**src/rtl/fbrc_seg7_scan.sv**
```systemverilog
// fbrc_seg7_scan: two-digit multiplexed seven-segment scanner for a 0..15 counter,
// with a 15->0 roll-over pulse and an 8-bit roll-over count.
// Optional macro FBRC_SEG7_LEADING_ZERO_BLANK_EN blanks the tens digit when it is zero.
// All state changes on the falling clock edge; reset is asynchronous, active-high.
module fbrc_seg7_scan #(
   parameter int REFRESH_DIV  = 50000,
   parameter int BLANK_CYCLES = 500
) (
   input  logic       clk,
   input  logic       reset,
   input  logic [3:0] count,
   output logic [6:0] seg,
   output logic [1:0] dig_sel,
   output logic       wrap_pulse,
   output logic [7:0] wrap_cnt
);

   // Timer must reach the larger of the two slot lengths minus one.
   localparam int TMAX = (REFRESH_DIV > BLANK_CYCLES) ? REFRESH_DIV : BLANK_CYCLES;
   localparam int TW   = (TMAX > 1) ? $clog2(TMAX) : 1;

   localparam logic [TW-1:0] REF_LAST = TW'(REFRESH_DIV - 1);
   localparam logic [TW-1:0] GAP_LAST = (BLANK_CYCLES > 0) ? TW'(BLANK_CYCLES - 1) : '0;
   localparam bit            HAS_GAP  = (BLANK_CYCLES > 0);

   localparam logic [6:0] SEG_OFF = 7'b1111111;
   localparam logic [1:0] DIG_OFF = 2'b11;
   localparam logic [1:0] DIG_UNITS = 2'b10;
   localparam logic [1:0] DIG_TENS  = 2'b01;

   typedef enum logic [1:0] {
      S_GAP1  = 2'd0,
      S_UNITS = 2'd1,
      S_GAP0  = 2'd2,
      S_TENS  = 2'd3
   } state_t;

   state_t        state;
   state_t        state_nxt;
   logic [TW-1:0] timer;
   logic [TW-1:0] timer_nxt;
   logic [6:0]    seg_nxt;
   logic [1:0]    dig_sel_nxt;
   logic [3:0]    count_r;

   logic          tens;
   logic [3:0]    units;
   logic [6:0]    units_seg;
   logic [6:0]    tens_seg;

   // Active-low gfedcba pattern for one decimal digit; anything above 9 is dark.
   function automatic logic [6:0] enc(input logic [3:0] d);
      logic [6:0] s;
      case (d)
         4'd0:    s = 7'b1000000;
         4'd1:    s = 7'b1111001;
         4'd2:    s = 7'b0100100;
         4'd3:    s = 7'b0110000;
         4'd4:    s = 7'b0011001;
         4'd5:    s = 7'b0010010;
         4'd6:    s = 7'b0000010;
         4'd7:    s = 7'b1111000;
         4'd8:    s = 7'b0000000;
         4'd9:    s = 7'b0010000;
         default: s = 7'b1111111;
      endcase
      return s;
   endfunction

   // Split the captured count into two decimal digits; the tens digit is only ever 0 or 1.
   assign tens      = (count_r >= 4'd10);
   assign units     = count_r - (tens ? 4'd10 : 4'd0);
   assign units_seg = enc(units);

`ifdef FBRC_SEG7_LEADING_ZERO_BLANK_EN
   // A leading zero is suppressed so 0..9 show as a single digit.
   assign tens_seg = tens ? enc(4'd1) : SEG_OFF;
`else
   // The tens digit is always drawn, so 7 reads "07".
   assign tens_seg = enc({3'b000, tens});
`endif

   // Scan sequencing: advance on terminal count and compute the pattern for the slot being entered.
   always_comb begin
      state_nxt   = state;
      timer_nxt   = timer + 1'b1;
      seg_nxt     = seg;
      dig_sel_nxt = dig_sel;
      case (state)
         S_UNITS: begin
            if (timer == REF_LAST) begin
               timer_nxt = '0;
               if (HAS_GAP) begin
                  state_nxt   = S_GAP0;
                  seg_nxt     = SEG_OFF;
                  dig_sel_nxt = DIG_OFF;
               end else begin
                  state_nxt   = S_TENS;
                  seg_nxt     = tens_seg;
                  dig_sel_nxt = DIG_TENS;
               end
            end
         end
         S_GAP0: begin
            // With no gap configured this state is left on the very first edge.
            if (!HAS_GAP || timer == GAP_LAST) begin
               timer_nxt   = '0;
               state_nxt   = S_TENS;
               seg_nxt     = tens_seg;
               dig_sel_nxt = DIG_TENS;
            end
         end
         S_TENS: begin
            if (timer == REF_LAST) begin
               timer_nxt = '0;
               if (HAS_GAP) begin
                  state_nxt   = S_GAP1;
                  seg_nxt     = SEG_OFF;
                  dig_sel_nxt = DIG_OFF;
               end else begin
                  state_nxt   = S_UNITS;
                  seg_nxt     = units_seg;
                  dig_sel_nxt = DIG_UNITS;
               end
            end
         end
         default: begin
            // S_GAP1 is also the reset state, so with no gap the first edge enters the units slot.
            if (!HAS_GAP || timer == GAP_LAST) begin
               timer_nxt   = '0;
               state_nxt   = S_UNITS;
               seg_nxt     = units_seg;
               dig_sel_nxt = DIG_UNITS;
            end
         end
      endcase
   end

   // Scan state, slot timer and registered display drive.
   always_ff @(negedge clk or posedge reset) begin
      if (reset) begin
         state   <= S_GAP1;
         timer   <= '0;
         seg     <= SEG_OFF;
         dig_sel <= DIG_OFF;
      end else begin
         state   <= state_nxt;
         timer   <= timer_nxt;
         seg     <= seg_nxt;
         dig_sel <= dig_sel_nxt;
      end
   end

   // Count capture and roll-over detection: only a 15->0 step counts, a held 0 pulses once.
   always_ff @(negedge clk or posedge reset) begin
      if (reset) begin
         count_r    <= 4'd0;
         wrap_pulse <= 1'b0;
         wrap_cnt   <= 8'd0;
      end else begin
         count_r    <= count;
         wrap_pulse <= (count_r == 4'd15) && (count == 4'd0);
         if ((count_r == 4'd15) && (count == 4'd0)) begin
            wrap_cnt <= wrap_cnt + 8'd1;
         end
      end
   end

endmodule

```
**config.mk**
```make
export PLATFORM = sky130hd
export DESIGN_NAME = fbrc_seg7_scan
export DESIGN_NICKNAME = d
export VERILOG_FILES = /design/src/rtl/fbrc_seg7_scan.sv
export SDC_FILE = /design/constraint.sdc
export NUM_CORES = 1
export LEC_CHECK = 0
export ABC_AREA = 1
export CAP_MARGIN = 15
export CORE_UTILIZATION = 59
export CTS_BUF_LIST = sky130_fd_sc_hd__clkbuf_8
export DETAILED_ROUTE_END_ITERATION = 8
export GPL_ROUTABILITY_DRIVEN = 0
export PLACE_DENSITY = 0.82
export SLEW_MARGIN = 0
export SYNTH_ARGS = -nofsm -noshare
export SYNTH_HDL_FRONTEND = slang
export SYNTH_SLANG_ARGS = --single-unit
```
**constraint.sdc**
```tcl
create_clock -name clk -period 2 [get_ports clk]
set_clock_uncertainty 0.1 [all_clocks]
set_input_delay 0.4 -clock clk [delete_from_list [all_inputs] [get_ports clk]]
set_output_delay 0.4 -clock clk [all_outputs]
set_load 0.01 [all_outputs]
```
-- After elaboration in Yosys (flattened, before gate mapping)
Memory sizes are Yosys's and may differ from the RTL's.
Index checks and enable logic that the tools add are counted.
- magnitude comparators: 1
- muxes and demuxes: 17
- $add $sub $neg: 3
- bitwise operators: 1
- reduce and logical (&&, ||, !) cells: 7
- equality and inequality tests: 10
- operator list (operator ; count):
    $mux W16 ; 3
    $pmux W7 S2 ; 2
    $mux W7 ; 3
    $add A16 B1 Y16 const B ; 1
    $eq A16 B16 Y1 const B ; 1
    $eq A16 B9 Y1 const B ; 1
    $mux W2 ; 6
    $add A8 B1 Y8 const B ; 1
    $ne A2 B2 Y1 const B ; 3
    $pmux W2 S3 ; 1
    $eq A2 B2 Y1 const B ; 2
    $eq A4 B4 Y1 const B ; 1
    $ge A4 B4 Y1 const B ; 1
    $logic_not A4 Y1 ; 1
    $mux W4 ; 1
    $pmux W2 S2 ; 1
    $reduce_and A4 Y1 ; 1
    $sub A4 B4 Y4 ; 1
    $reduce_and A3 Y1 ; 1
    $reduce_bool A3 Y1 ; 1
    $eq A2 B1 Y1 const B ; 1
    $ne A2 B1 Y1 const B ; 1
    $reduce_bool A2 Y1 ; 1
    $reduce_or A2 Y1 ; 1
    other kinds (2) ; 2
- input bits: 6
- register bits after elaboration: 40
- word-level logic and storage cells: 47
- memory bits (read-only): 112
- memories kept: 1
- output and inout port bits: 18
- memories (name ; words ; width ; read ports ; clocked after Yosys merged registers in ; write ports ; line ; source):
    (no name shown) ; 16 ; 7 ; 1 ; 0 ; 0 ; 54 ; case (d)

-- Logic depth before layout (Yosys ltp)
An unclocked memory read counts as a cell.
- depth in word-level cells: 6
- mapped depth: 13
- mapped depth without buffers: 13

==> results.ini <==
[synthesis]
yosysTopAreaCellShare=0.328
synthTopCellsByArea=dfrtn_1 (33%), nand2_1 (16%), dfstp_2 (10%)
synth-seq-cells=40
avgSynthCellArea_um2=7.54
ys_seq_area_frac=0.428
ys.warnings.count=0
netlist_instances=314
synth_area_um2=2370
synth_edf_count=0
synthFlopType=dfrtn_1
ys_async_sr_fraction=1.00
syn_nets=333
synth_top_cell_by_area=dfrtn_1
synth_cell_type_count=26

[power]
total_leakage_power_nw=1.57
power.total_mw=1.67
ir_drop_uv=501
pwr_density_cell_nw_per_um2=562

[critical_path]
crit_type=register to primary output
cp.arrival_ps=2000
worstPathMaxFanout=2
rrSetupSlack_ps=110
critPathCaptureType=primary output
regToRegStartpoint=count_r[2]$_DFF_NP0_
cp.required_ps=1500
slowest_stage=dfstp_2
crit_path_start_kind=register
cp_slowest_stage_delay_ps=540
r2r-end=seg[3]$_DFFE_NP1P_
crit_family=flip-flops
path_cells=buf_6
ff2ff_path_depth=11
path_buf_inv=1

[layout]
antenna_cells=0
areaGrowthSynthToFinish_pct=25.4
layout.nets=393
post-route-util=0.793
final_layout_size_suffix_gt1_frac=0.248

[drt]
wire_per_inst_um=11.8
drt-initial-drc-count=111
num_vias=2107
drc=0
met3_length_um=189
viasPerCell=4.98
top_layer_used=met4
wl_met2_um=2550
wl_met1_um=2200
routed_wl_um=5000
dr.pass1.iters=4
ant_nets=0

[outcome]
outcome=finished with violations
violations=negative setup slack

[clock_tree]
root_buffer=clkbuf_8
cts.sinks=40
cts_tree=done
clk_latency_ps=300
clk_path_buf_depth=2
cts_buffers=5
clkTransAtPathRegs_ps=50
cts_max_level=2
holdBufCountCts=0

[grt]
grt_usage=0.260
grt_max_degree=17
grt_pass1_wl_um=8570
grt_pass1_vias=2007
overflow=0
grt_antenna_before_repair=0

[placed_design]
dp_hpwl_um=3720
portBuffers=23

[timing]
holdWs_ps=294
rsz0062_at_grt=yes
setup_viol=18
relSlewSlack=0.765
setup_ws_ps=-497
worst_pin_slew_ps=349
hold_violations=0
drv_slew=0
fin_setup_tns_ps=-7410

[worst_hold_path]
worstHoldStart=timer[0]$_DFF_NP0_
hold_depth=1
hp-class=register to register
min_to=timer[0]$_DFF_NP0_

[run]
cap_violations=0

[die]
start_util=0.632
rows=22
ioPinCount=24
die_x_um=65.3
die_area_um2=4270
coreArea_um2=3740
die_y_um=65.3

[Yosys cell counts (2+ instances only)]
cell type / n
a21oi_1: 2
nor3_1: 10
o21bai_1: 2
ha_1: 13
o21ai_2: 3
buf_6: 2
nand2_2: 4
o21ai_0: 8
dfrtn_1: 31
xor2_1: 11
inv_2: 2
inv_1: 40
nand4_1: 2
nand3_1: 23
nor2_2: 3
dfstp_2: 9
nor2_1: 36
xnor2_1: 3
nand2_1: 103
[kinds of logic after synthesis]
family                     count (synthesis)  synth area share
AOI/OAI and AO/OA                         17            0.0450
xor gates and xnor gates                  14            0.0518
adders and majority gates                 13            0.0687
buffers and inverters                     46            0.0798
DFF                                       40             0.428
and+or+nand+nor                          184             0.327
[worst max path at each step]
stage	depth (start not counted)	startpoint	slack, ps	to
2_1_floorplan	5	count[1]	-120	wrap_cnt[6]$_DFFE_NP0P_
3_3_place_gp	6	count[1]	-690	wrap_cnt[2]$_DFFE_NP0P_
3_5_place_dp	6	count[1]	-730	wrap_cnt[2]$_DFFE_NP0P_
6_report	1	seg[0]$_DFFE_NP1P_	-500	seg[0]
5_1_grt	1	seg[3]$_DFFE_NP1P_	-530	seg[3]
4_1_cts	1	seg[0]$_DFFE_NP1P_	-490	seg[0]
[flip-flops by register name, summed over array words and instances, names as in the netlist]
name / count
timer: 16
wrap_cnt: 8
seg: 7
count_r: 4
dig_sel: 2
state: 2
wrap_pulse: 1
[where the power goes]
| part | total, mW | internal (mW) | switching [mW] |
|---|---|---|---|
| sequential | 0.846 | 0.834 | 0.0121 |
| clock | 0.604 | 0.269 | 0.335 |
| combinational | 0.217 | 0.0958 | 0.121 |
| total | 1.67 | 1.20 | 0.469 |
[placed cells by master, fill, tap and decap left out, drive strengths merged]
master and count:
clkbuf 5, a31oi 1, dfrtn 31, nand3b 1, dfstp 9, a2bb2oi 1
ha 13, clkinv 3, xor2 11, nand2 108, nand3 23, buf 47
o21bai 2, o21ai 11, xnor2 3, clkinvlp 1, nand4 2, clkdlybuf4s50 1
inv 50, a21oi 2, nor2 40, nor3 10
[cell type report]
| cell class | count | area [um^2] |
|---|---|---|
| flip-flops and latches | 40 | 1010 |
| clock buffers | 5 | 68.8 |
| well taps | 48 | 60.1 |
| fillers | 256 | 776 |
| repair buffers | 48 | 380 |
| inverters | 41 | 163 |
| repair inverters | 1 | 3.75 |
| multi-input cells | 228 | 1220 |
| clock inverters | 12 | 55.1 |
[through the flow]
stage / instances / cell area (um^2) / worst slack (ps)
after global placement: 397 / 2790 / -693
final: 423 / 2970 / -497
after floorplan: 314 / 2400 / -118
after global routing: 423 / 2970 / -525
after CTS: 416 / 2880 / -494
after detailed placement: 397 / 2790 / -727
[worst reg2reg max path, delay by kind of cell, from the launching register on]
kind                     cells  cell delay (ps)
AND/OR/NAND/NOR              8              620
adder cells (fa/ha/maj)      2              610
flip-flops                   1              430
AO/OA/AOI/OAI                1              140
[routing by layer]
metal | vias to the layer above | GRT usage
met4 | 0 | 0.0842
met5 | - | 0
met3 | 7 | 0.0451
met1 | 962 | 0.330
li1 | 1090 | -
met2 | 48 | 0.445
[what timing repair did]
item	4_1_cts	5_1_grt
setup endpoints to repair	27	29
buffers inserted	2	7
resized for setup	100	13
pin swaps	3	7
endpoints found under the hold margin	0	0
gates cloned	1	0
Power figures use the tool's default switching activity.
